File: config.mk
export PLATFORM = sky130hd
export DESIGN_NAME = ppu_apu_multiport_adapter
export DESIGN_NICKNAME = d
export VERILOG_FILES = /design/src/rtl/ppu_adapter_pkg.sv /design/src/rtl/ppu_adapter_resp_fifo.sv /design/src/rtl/ppu_apu_multiport_adapter.sv
export SDC_FILE = /design/constraint.sdc
export NUM_CORES = 1
export LEC_CHECK = 0
export CORE_AREA = 2 2 172 174
export DETAILED_ROUTE_END_ITERATION = 6
export DIE_AREA = 0 0 174 176
export PLACE_DENSITY = 0.83
export SLEW_MARGIN = 20
export SYNTH_ARGS = -nofsm -noshare
export SYNTH_HDL_FRONTEND = slang
export SYNTH_SLANG_ARGS = --single-unit
File: constraint.sdc
create_clock -name clk_i -period 5.1 [get_ports clk_i]
set_clock_uncertainty 0.05 [all_clocks]
set_input_delay 0.51 -clock clk_i [delete_from_list [all_inputs] [get_ports clk_i]]
set_output_delay 0.51 -clock clk_i [all_outputs]
set_load 0.05 [all_outputs]
File: src/rtl/ppu_adapter_pkg.sv
// Shared constants and entry types for the multi-port posit APU adapter.
package ppu_adapter_pkg;

    localparam int DEF_NUM_PORTS = 2;
    localparam int DEF_NARGS     = 3;
    localparam int DEF_WOP       = 6;
    localparam int DEF_NDSFLAGS  = 15;
    localparam int DEF_NUSFLAGS  = 5;
    localparam int DEF_DEPTH     = 4;

    // A single port still needs one tag bit so the tag field never collapses.
    function automatic int tag_width(input int n);
        return (n <= 2) ? 1 : $clog2(n);
    endfunction

    localparam int DEF_TAG_W = tag_width(DEF_NUM_PORTS);

    typedef struct packed {
        logic [31:0]              result;
        logic [DEF_NUSFLAGS-1:0]  status;
        logic [DEF_TAG_W-1:0]     tag;
    } resp_entry_t;

    typedef struct packed {
        logic [DEF_NARGS*32-1:0]  operands;
        logic [DEF_WOP-1:0]       op;
        logic [DEF_NDSFLAGS-1:0]  flags;
        logic [DEF_TAG_W-1:0]     tag;
    } issue_entry_t;

endpackage

File: src/rtl/ppu_adapter_resp_fifo.sv
// Tagged response FIFO: registered storage, no fall-through, occupancy-based full/empty.
module ppu_adapter_resp_fifo
    import ppu_adapter_pkg::*;
#(
    parameter int  DEPTH   = DEF_DEPTH,
    parameter type entry_t = resp_entry_t,
    localparam int PTR_W   = $clog2(DEPTH),
    localparam int OCC_W   = $clog2(DEPTH + 1)
) (
    input  logic             clk,
    input  logic             srst,
    input  logic             push,
    input  entry_t           push_data,
    input  logic             pop,
    output entry_t           head,
    output logic             full,
    output logic             empty,
    output logic [OCC_W-1:0] occupancy
);

    entry_t           mem [DEPTH];
    logic [PTR_W-1:0] wr_ptr_reg;
    logic [PTR_W-1:0] rd_ptr_reg;
    logic [OCC_W-1:0] occ_reg;
    logic             push_ok;
    logic             pop_ok;

    assign full      = (occ_reg == OCC_W'(DEPTH));
    assign empty     = (occ_reg == '0);
    assign occupancy = occ_reg;
    assign push_ok   = push && !full;
    assign pop_ok    = pop && !empty;
    assign head      = mem[rd_ptr_reg];

    always_ff @(posedge clk) begin
        if (push_ok) begin
            mem[wr_ptr_reg] <= push_data;
        end
    end

    always_ff @(posedge clk) begin
        if (srst) begin
            wr_ptr_reg <= '0;
            rd_ptr_reg <= '0;
            occ_reg    <= '0;
        end else begin
            if (push_ok) begin
                wr_ptr_reg <= wr_ptr_reg + PTR_W'(1);
            end
            if (pop_ok) begin
                rd_ptr_reg <= rd_ptr_reg + PTR_W'(1);
            end
            case ({push_ok, pop_ok})
                2'b10:   occ_reg <= occ_reg + OCC_W'(1);
                2'b01:   occ_reg <= occ_reg - OCC_W'(1);
                default: occ_reg <= occ_reg;
            endcase
        end
    end

endmodule

File: src/rtl/ppu_apu_multiport_adapter.sv
// Round-robin, credit-gated arbitration of NUM_PORTS APU channels onto one PPU.
// Optional sticky per-port status registers: define PPU_ADAPTER_STICKY_FLAGS_EN.
module ppu_apu_multiport_adapter
    import ppu_adapter_pkg::*;
#(
    parameter int  NUM_PORTS = DEF_NUM_PORTS,
    parameter int  NARGS     = DEF_NARGS,
    parameter int  WOP       = DEF_WOP,
    parameter int  NDSFLAGS  = DEF_NDSFLAGS,
    parameter int  NUSFLAGS  = DEF_NUSFLAGS,
    parameter int  DEPTH     = DEF_DEPTH,
    localparam int TAG_W     = tag_width(NUM_PORTS)
) (
    input  logic                            clk_i,
    input  logic                            rst_i,
    input  logic [NUM_PORTS-1:0]            req_i,
    output logic [NUM_PORTS-1:0]            gnt_o,
    input  logic [NUM_PORTS*NARGS*32-1:0]   operands_i,
    input  logic [NUM_PORTS*WOP-1:0]        op_i,
    input  logic [NUM_PORTS*NDSFLAGS-1:0]   flags_i,
    output logic [NUM_PORTS-1:0]            rvalid_o,
    input  logic [NUM_PORTS-1:0]            rready_i,
    output logic [31:0]                     rdata_o,
    output logic [NUSFLAGS-1:0]             rflags_o,
    output logic                            ppu_valid_o,
    input  logic                            ppu_ready_i,
    output logic [NARGS*32-1:0]             ppu_operands_o,
    output logic [WOP-1:0]                  ppu_op_o,
    output logic [NDSFLAGS-1:0]             ppu_flags_o,
    output logic [TAG_W-1:0]                ppu_tag_o,
    input  logic                            ppu_valid_i,
    input  logic [31:0]                     ppu_result_i,
    input  logic [NUSFLAGS-1:0]             ppu_status_i,
    input  logic [TAG_W-1:0]                ppu_tag_i,
    output logic                            ppu_ready_o
`ifdef PPU_ADAPTER_STICKY_FLAGS_EN
    ,
    input  logic [NUM_PORTS-1:0]            flags_clr_i,
    output logic [NUM_PORTS*NUSFLAGS-1:0]   sticky_flags_o
`endif
);

    localparam int CNT_W = $clog2(DEPTH + 1);

    typedef struct packed {
        logic [31:0]          result;
        logic [NUSFLAGS-1:0]  status;
        logic [TAG_W-1:0]     tag;
    } resp_t;

    typedef struct packed {
        logic [NARGS*32-1:0]  operands;
        logic [WOP-1:0]       op;
        logic [NDSFLAGS-1:0]  flags;
        logic [TAG_W-1:0]     tag;
    } issue_t;

    logic [TAG_W-1:0] rr_ptr_reg;
    logic [CNT_W-1:0] cnt_reg;
    logic             issue_full_reg;
    issue_t           issue_reg;
    issue_t           win_entry;
    logic             win_found;
    logic [TAG_W-1:0] win_idx;
    logic [TAG_W-1:0] cand;
    logic             capture;
    logic             pop;
    logic             pop_ready;
    resp_t            push_entry;
    resp_t            head;
    logic             fifo_full;
    logic             fifo_empty;
    logic [CNT_W-1:0] fifo_occ;

    // First requester at or after the round-robin pointer wins.
    always_comb begin
        win_found = 1'b0;
        win_idx   = '0;
        cand      = '0;
        for (int k = 0; k < NUM_PORTS; k++) begin
            cand = TAG_W'((int'(rr_ptr_reg) + k) % NUM_PORTS);
            if (!win_found && req_i[cand]) begin
                win_found = 1'b1;
                win_idx   = cand;
            end
        end
        win_entry.operands = operands_i[int'(win_idx)*NARGS*32 +: NARGS*32];
        win_entry.op       = op_i[int'(win_idx)*WOP +: WOP];
        win_entry.flags    = flags_i[int'(win_idx)*NDSFLAGS +: NDSFLAGS];
        win_entry.tag      = win_idx;
    end

    // A credit is taken at capture, so a FIFO slot exists for every issued op.
    assign capture = !rst_i && win_found && (cnt_reg < CNT_W'(DEPTH))
                     && (!issue_full_reg || ppu_ready_i);
    assign gnt_o   = capture ? (NUM_PORTS'(1) << win_idx) : '0;

    always_ff @(posedge clk_i) begin
        if (rst_i) begin
            rr_ptr_reg     <= '0;
            issue_full_reg <= 1'b0;
            issue_reg      <= '0;
        end else if (capture) begin
            rr_ptr_reg     <= (int'(win_idx) == NUM_PORTS - 1) ? '0 : win_idx + TAG_W'(1);
            issue_full_reg <= 1'b1;
            issue_reg      <= win_entry;
        end else if (issue_full_reg && ppu_ready_i) begin
            issue_full_reg <= 1'b0;
        end
    end

    assign ppu_valid_o    = issue_full_reg;
    assign ppu_operands_o = issue_reg.operands;
    assign ppu_op_o       = issue_reg.op;
    assign ppu_flags_o    = issue_reg.flags;
    assign ppu_tag_o      = issue_reg.tag;
    assign ppu_ready_o    = 1'b1;

    // Out-of-range tags are released through port 0's ready.
    always_comb begin
        pop_ready = rready_i[0];
        for (int p = 0; p < NUM_PORTS; p++) begin
            if (head.tag == TAG_W'(p)) begin
                pop_ready = rready_i[p];
            end
        end
    end

    assign pop = !fifo_empty && pop_ready;

    always_ff @(posedge clk_i) begin
        if (rst_i) begin
            cnt_reg <= '0;
        end else begin
            case ({capture, pop})
                2'b10:   cnt_reg <= cnt_reg + CNT_W'(1);
                2'b01:   cnt_reg <= cnt_reg - CNT_W'(1);
                default: cnt_reg <= cnt_reg;
            endcase
        end
    end

    assign push_entry.result = ppu_result_i;
    assign push_entry.status = ppu_status_i;
    assign push_entry.tag    = ppu_tag_i;

    ppu_adapter_resp_fifo #(
        .DEPTH   (DEPTH),
        .entry_t (resp_t)
    ) u_resp_fifo (
        .clk       (clk_i),
        .srst      (rst_i),
        .push      (ppu_valid_i && !rst_i),
        .push_data (push_entry),
        .pop       (pop),
        .head      (head),
        .full      (fifo_full),
        .empty     (fifo_empty),
        .occupancy (fifo_occ)
    );

    generate
        for (genvar gi = 0; gi < NUM_PORTS; gi++) begin : g_rvalid
            assign rvalid_o[gi] = !fifo_empty && (head.tag == TAG_W'(gi));
        end
    endgenerate

    assign rdata_o  = fifo_empty ? '0 : head.result;
    assign rflags_o = fifo_empty ? '0 : head.status;

`ifdef PPU_ADAPTER_STICKY_FLAGS_EN
    generate
        for (genvar gi = 0; gi < NUM_PORTS; gi++) begin : g_sticky
            logic [NUSFLAGS-1:0] sticky_reg;
            always_ff @(posedge clk_i) begin
                if (rst_i || flags_clr_i[gi]) begin
                    sticky_reg <= '0;
                end else if (pop && head.tag == TAG_W'(gi)) begin
                    sticky_reg <= sticky_reg | head.status;
                end
            end
            assign sticky_flags_o[gi*NUSFLAGS +: NUSFLAGS] = sticky_reg;
        end
    endgenerate
`endif

    a_no_push_when_full : assert property (@(posedge clk_i) disable iff (rst_i)
        !(ppu_valid_i && fifo_full));
    a_tag_in_range : assert property (@(posedge clk_i) disable iff (rst_i)
        !(ppu_valid_i && ({1'b0, ppu_tag_i} >= (TAG_W + 1)'(NUM_PORTS))));
    a_occ_within_credits : assert property (@(posedge clk_i) disable iff (rst_i)
        fifo_occ <= cnt_reg);

endmodule
**After elaboration in Yosys (flattened, before gate mapping)**

Memories as Yosys holds them, arrays and structs flattened. A register that Yosys moved wholly into a read port is not among the register bits.
Index checks and enable logic that the tools add are counted.
W data, S select, Z words.

- Memory bits (writable): 152
- Register bits after elaboration: 130
- Output and inout port bits: 161
- Memories: 1

- Multiplexer cells: 21
- Shift operators: 4
- Bitwise logic cells: 1
- $lt $le $gt $ge: 3
- Add/sub/neg operators: 8
- Eq/ne operators: 5
- Reduce and logical (&&, ||, !) cells: 21
- Multipliers: 3

Memories:

| memory | depth | width | read ports | clocked after memory_dff | write ports | line | source |
|---|---|---|---|---|---|---|---|
| u_resp_fifo.mem | 4 | 38 | 1 | 1 | 1 | ppu_adapter_resp_fifo.sv:21 | `entry_t mem [DEPTH];` |

Operators with widths:

| kind | count |
|---|---|
| $shiftx A192 B9 Y96 | 1 |
| $mux W32 | 1 |
| $shiftx A30 B6 Y15 | 1 |
| $mux W1 | 14 |
| $pmux W3 S2 | 2 |
| $shiftx A12 B5 Y6 | 1 |
| $logic_and A1 B1 Y1 | 11 |
| $add A3 B1 Y3 const B | 2 |
| $mul A1 B2 Y3 const B | 2 |
| $mux W2 | 3 |
| $reduce_bool A2 Y1 | 3 |
| $sub A3 B1 Y3 const B | 2 |
| $logic_not A1 Y1 | 5 |
| $mul A1 B4 Y5 const B | 1 |
| $mux W5 | 1 |
| $add A2 B1 Y2 const B | 2 |
| $eq A2 B1 Y1 const B | 2 |
| $eq A2 B2 Y1 const B | 2 |
| $lt A1 B2 Y1 const B | 2 |
| $eq A3 B3 Y1 const B | 1 |
| $logic_not A3 Y1 | 1 |
| $lt A3 B3 Y1 const B | 1 |
| $add A1 B1 Y1 const B | 2 |
| $shl A1 B1 Y2 const A | 1 |
| other kinds (2) | 2 |

**Depth between registers and ports, before layout**

- Depth after elaboration: 11
- Mapped depth: 11
- Mapped depth without buffers: 10

**By module**

From an unflattened synthesis, not the netlist that was laid out.

- Cells, all modules: 986
- Area, all modules: 11707.5 um2

By module, submodules not included:

| module | instances | cells an instance | area each (um2) |
|---|---|---|---|
| ppu_adapter_resp_fifo | 1 | 252 | 5973.2 |
| ppu_apu_multiport_adapter | 1 | 734 | 5734.2 |

**Least setup slack after synthesis**

Ideal clock, no wire load.

- Path type: register to register
- From: register issue_full_reg (netlist: ppu_valid_o)
- To: register cnt_reg[2]
- Clock period less this slack: 2515 ps
- Setup slack: 2585 ps
- Arrival: 2395 ps
- Path buffers: 2
- Cell stages (with the launch flop): 12
- Library setup time: 70 ps
- Path through: dfxtp_1 > nor2b_1 > nor3_1 > buf_2 > buf_2 > inv_2 > ha_1 > inv_1 > fa_1 > xor2_1 > or3_1 > a21oi_1

- Word-level cells in the longest chain between the ends: 5

RTL lines:

| element | line | source |
|---|---|---|
| start: declaration | ppu_apu_multiport_adapter.sv:60 | `logic issue_full_reg;` |
| start signal: assignment | ppu_apu_multiport_adapter.sv:101 | `issue_full_reg <= 1'b0;` |
| start signal: assignment | ppu_apu_multiport_adapter.sv:105 | `issue_full_reg <= 1'b1;` |
| start signal: assignment | ppu_apu_multiport_adapter.sv:108 | `issue_full_reg <= 1'b0;` |
| $logic_not A1 Y1 (*) | ppu_apu_multiport_adapter.sv:95 | `&& (!issue_full_reg \|\| ppu_ready_i);` |
| $logic_or A1 B1 Y1 (*) | ppu_apu_multiport_adapter.sv:95 |  |
| $logic_and A1 B1 Y1 (*) | ppu_apu_multiport_adapter.sv:95 |  |
| $eq A2 B1 Y1 / $eq A2 B2 Y1 (equally long branches) | ppu_apu_multiport_adapter.sv:135 | `case ({capture, pop})` |
| $pmux W3 S2 / $reduce_bool A2 Y1 (equally long branches) | - |  |
| end signal: assignment | ppu_apu_multiport_adapter.sv:136 | `2'b10: cnt_reg <= cnt_reg + CNT_W'(1);` |
| end signal: assignment | ppu_apu_multiport_adapter.sv:137 | `2'b01: cnt_reg <= cnt_reg - CNT_W'(1);` |
| end signal: assignment | ppu_apu_multiport_adapter.sv:138 | `default: cnt_reg <= cnt_reg;` |
| end: declaration | ppu_apu_multiport_adapter.sv:59 | `logic [CNT_W-1:0] cnt_reg;` |

Mark *: on every way between the ends. The rest lies on a longest branch, timed or not.
A chain may end at the register's enable or synchronous reset.

==> results.json <==
{
  "status": "finished clean",
  "postCtsSetupBuffers": 0,
  "place_congestion": 0.8834,
  "cap_violations": 0,
  "fp.dieW_um": 174,
  "synth_area_sq_mm": 0.01148,
  "finalSetupTns_ns": 0,
  "slew_viol_final": 0,
  "postSynthRegisterBits": 284,
  "die_y_um": 176,
  "crit_type": "flop to primary output",
  "cts_resized": 0,
  "start_kind": "flop",
  "top_register": "u_resp_fifo.mem",
  "largest_reg_flops": 152,
  "nNetsFinal": 1671,
  "netlist_top_cells_area": "edfxtp_1, dfxtp_1, a311oi_1, nand2_1, mux4_2",
  "postLayoutSetupSlackWorst_ns": 1.523,
  "die_area_sq_mm": 0.03062,
  "layout-drive-gt1-share_pct": 7.249,
  "ys_warn_count": 0,
  "avgSynthCellArea_sq_um": 11.68,
  "grt_overflow": 0,
  "synth_nets": 1271,
  "stdcell_count": 1795,
  "yosysSeqAreaShare_pct": 62.78,
  "post-route-min-period_ns": 3.577,
  "ir_drop_mv": 0.3082,
  "max_clock_freq_mhz": 279.6,
  "hp-start": "ppu_tag_o",
  "hold_viol_final": 0,
  "firstDrtPassIters": 5,
  "grt_max_degree": 213,
  "cts-hold-fix-buffers": 0,
  "num_vias": 9280,
  "cts_buffer_depth": 3,
  "cts_tree": "done",
  "rsz0062_at_grt": "false",
  "drt.antenna.violating_nets": 0,
  "route.met3.wl_um": 3205,
  "ff2ff_path_depth": 8,
  "worstHoldPathType": "flop to flop",
  "wl_per_cell_um": 19.88,
  "core_sq_mm": 0.02855,
  "groute.usage.overall_pct": 22.21,
  "ctsHtreeMaxLevel": 1,
  "dp_hpwl_um": 25470,
  "regToRegSetupSlack_ns": 1.84,
  "synth_cell_type_count": 32,
  "worstHoldPathCells": 2,
  "r2r_end": "u_resp_fifo.occupancy[2]",
  "numPortBuffers": 439,
  "top_layer": "met5",
  "rows": 62,
  "utilization_pct": 59.93,
  "min_period_over_period_pct": 70.14,
  "synth_top_area_share_pct": 39.76,
  "end_kind": "primary output",
  "power_density_mw_per_mm2": 492.3,
  "leakage_nw": 5.931,
  "numCtsBuffers": 30,
  "synth_top_cell_by_area": "edfxtp_1",
  "drc": 0,
  "dp_cells": 1735,
  "slew_headroom_pct": 31.66,
  "antenna_found_initial": 10,
  "cts_sinks": 284,
  "clk_pin_slew_ns": 0.06,
  "tightest_slew_ns": 1.025,
  "drt_iter0_drc": 490,
  "crit_fanout": 37,
  "grt_pass1_wl_um": 52410,
  "met1_length_um": 12780,
  "area_growth_pct": 49.04,
  "syn_inst": 983,
  "holdWs_ns": 0.4065,
  "clockRootBuffer": "clkbuf_16",
  "dp_slack_ns": 1.831,
  "hold_end": "ppu_tag_o",
  "critPathRequiredTime_ns": 4.54,
  "start_util_pct": 40.21,
  "viasPerCell": 5.170,
  "wl_um": 35680,
  "wl_met2_um": 17840,
  "clk_latency_ns": 0.54,
  "cp.arrival_ns": 3.02,
  "pin_count": 441,
  "finalSetupViolations": 0,
  "grt_pass1_vias": 8983
}
through the flow:
step           total power [mW]  instance area [sq um]
6_report                  8.422                  17110
5_1_grt                   8.763                  17110
4_1_cts                   8.501                  17100
3_5_place_dp              6.365                  16130
3_3_place_gp              6.305                  16130
2_1_floorplan             5.148                  11480
final cells by class:
cell class                      count  area (sq um)
Multi-Input combinational cell    605          3905
Clock inverter                      7         87.58
Fill cell                        2281         11440
Antenna cell                        4         10.01
Sequential cell                   284          7209
Clock buffer                       49         883.3
Timing Repair Buffer              447          4477
Inverter                           15         56.30
Tap cell                          384         480.5
cells in the mapped netlist:
library cell / count
a211oi_1: 1
a21boi_1: 1
a21oi_1: 7
a311oi_1: 117
and2_1: 4
buf_1: 4
buf_2: 27
buf_4: 4
clkbuf_1: 44
conb_1: 1
dfxtp_1: 132
edfxtp_1: 152
fa_1: 2
ha_1: 6
inv_1: 12
inv_2: 3
mux2i_1: 2
mux2i_2: 1
mux4_2: 38
nand2_1: 236
nand2b_1: 1
nor2_1: 130
nor2b_1: 39
nor3_1: 2
o21ai_0: 2
o21ai_2: 1
o21bai_1: 1
o31ai_1: 4
or3_1: 2
or4_1: 1
xnor2_1: 2
xor2_1: 4
cells by family (layout without fill, tap and decap cells):
| kind of cell | count (synthesis) | after routing | synth area share (%) |
|---|---|---|---|
| buf+inv | 94 | 518 | 3.499 |
| simple gates | 415 | 415 | 14.63 |
| other cells | 1 | 5 | 0.03267 |
| compound gates | 134 | 134 | 9.853 |
| xor+xnor | 6 | 6 | 0.4578 |
| mux | 41 | 41 | 7.749 |
| fa+ha+maj | 8 | 8 | 1.003 |
| flops | 284 | 284 | 62.78 |
worst max path at each step:
stage / start / endpoint / cells after the start
6_report: flop / rdata_o[13] / 4
5_1_grt: flop / rdata_o[13] / 4
4_1_cts: flop / rdata_o[13] / 4
3_5_place_dp: req_i[0] / gnt_o[0] / 7
3_3_place_gp: req_i[0] / gnt_o[0] / 7
2_1_floorplan: ppu_valid_o / cnt_reg[2] / 11
cell usage in the layout, fill, tap and decap left out, types with 3 or more instances in the layout:
| master | instances |
|---|---|
| clkinv_2 | 3 |
| o31ai_1 | 4 |
| dfxtp_1 | 130 |
| diode_2 | 4 |
| nand2_1 | 236 |
| a311oi_1 | 117 |
| nor2b_1 | 39 |
| clkbuf_1 | 14 |
| inv_2 | 3 |
| and2_2 | 4 |
| clkbuf_8 | 4 |
| edfxtp_1 | 152 |
| a21oi_1 | 7 |
| clkdlybuf4s50_1 | 438 |
| xor2_1 | 4 |
| nor2_1 | 130 |
| ha_1 | 6 |
| inv_1 | 12 |
| mux4_2 | 38 |
| buf_4 | 7 |
| clkbuf_16 | 31 |
worst max-delay path, cell delays in order (launching register included):
cell,delay (ns)
dfxtp_2,0.34
buf_4,0.59
mux4_2,0.59
nor2b_1,0.17
clkdlybuf4s50_1,0.75
per-layer routing:
layer  vias to the layer above  GRT usage [%]
met5                         -              0
met1                      4433          24.66
li1                       4351              -
met4                        14          10.68
met3                        96          7.300
met2                       386          38.61
power by group:
| group | internal [mW] | total [mW] | switching (mW) | leakage, nW |
|---|---|---|---|---|
| logic | 1.27 | 3.48 | 2.21 | 2.99 |
| clock network | 1.28 | 2.13 | 0.850 | 0.473 |
| registers | 2.68 | 2.82 | 0.141 | 2.47 |
Power figures use the tool's default switching activity.
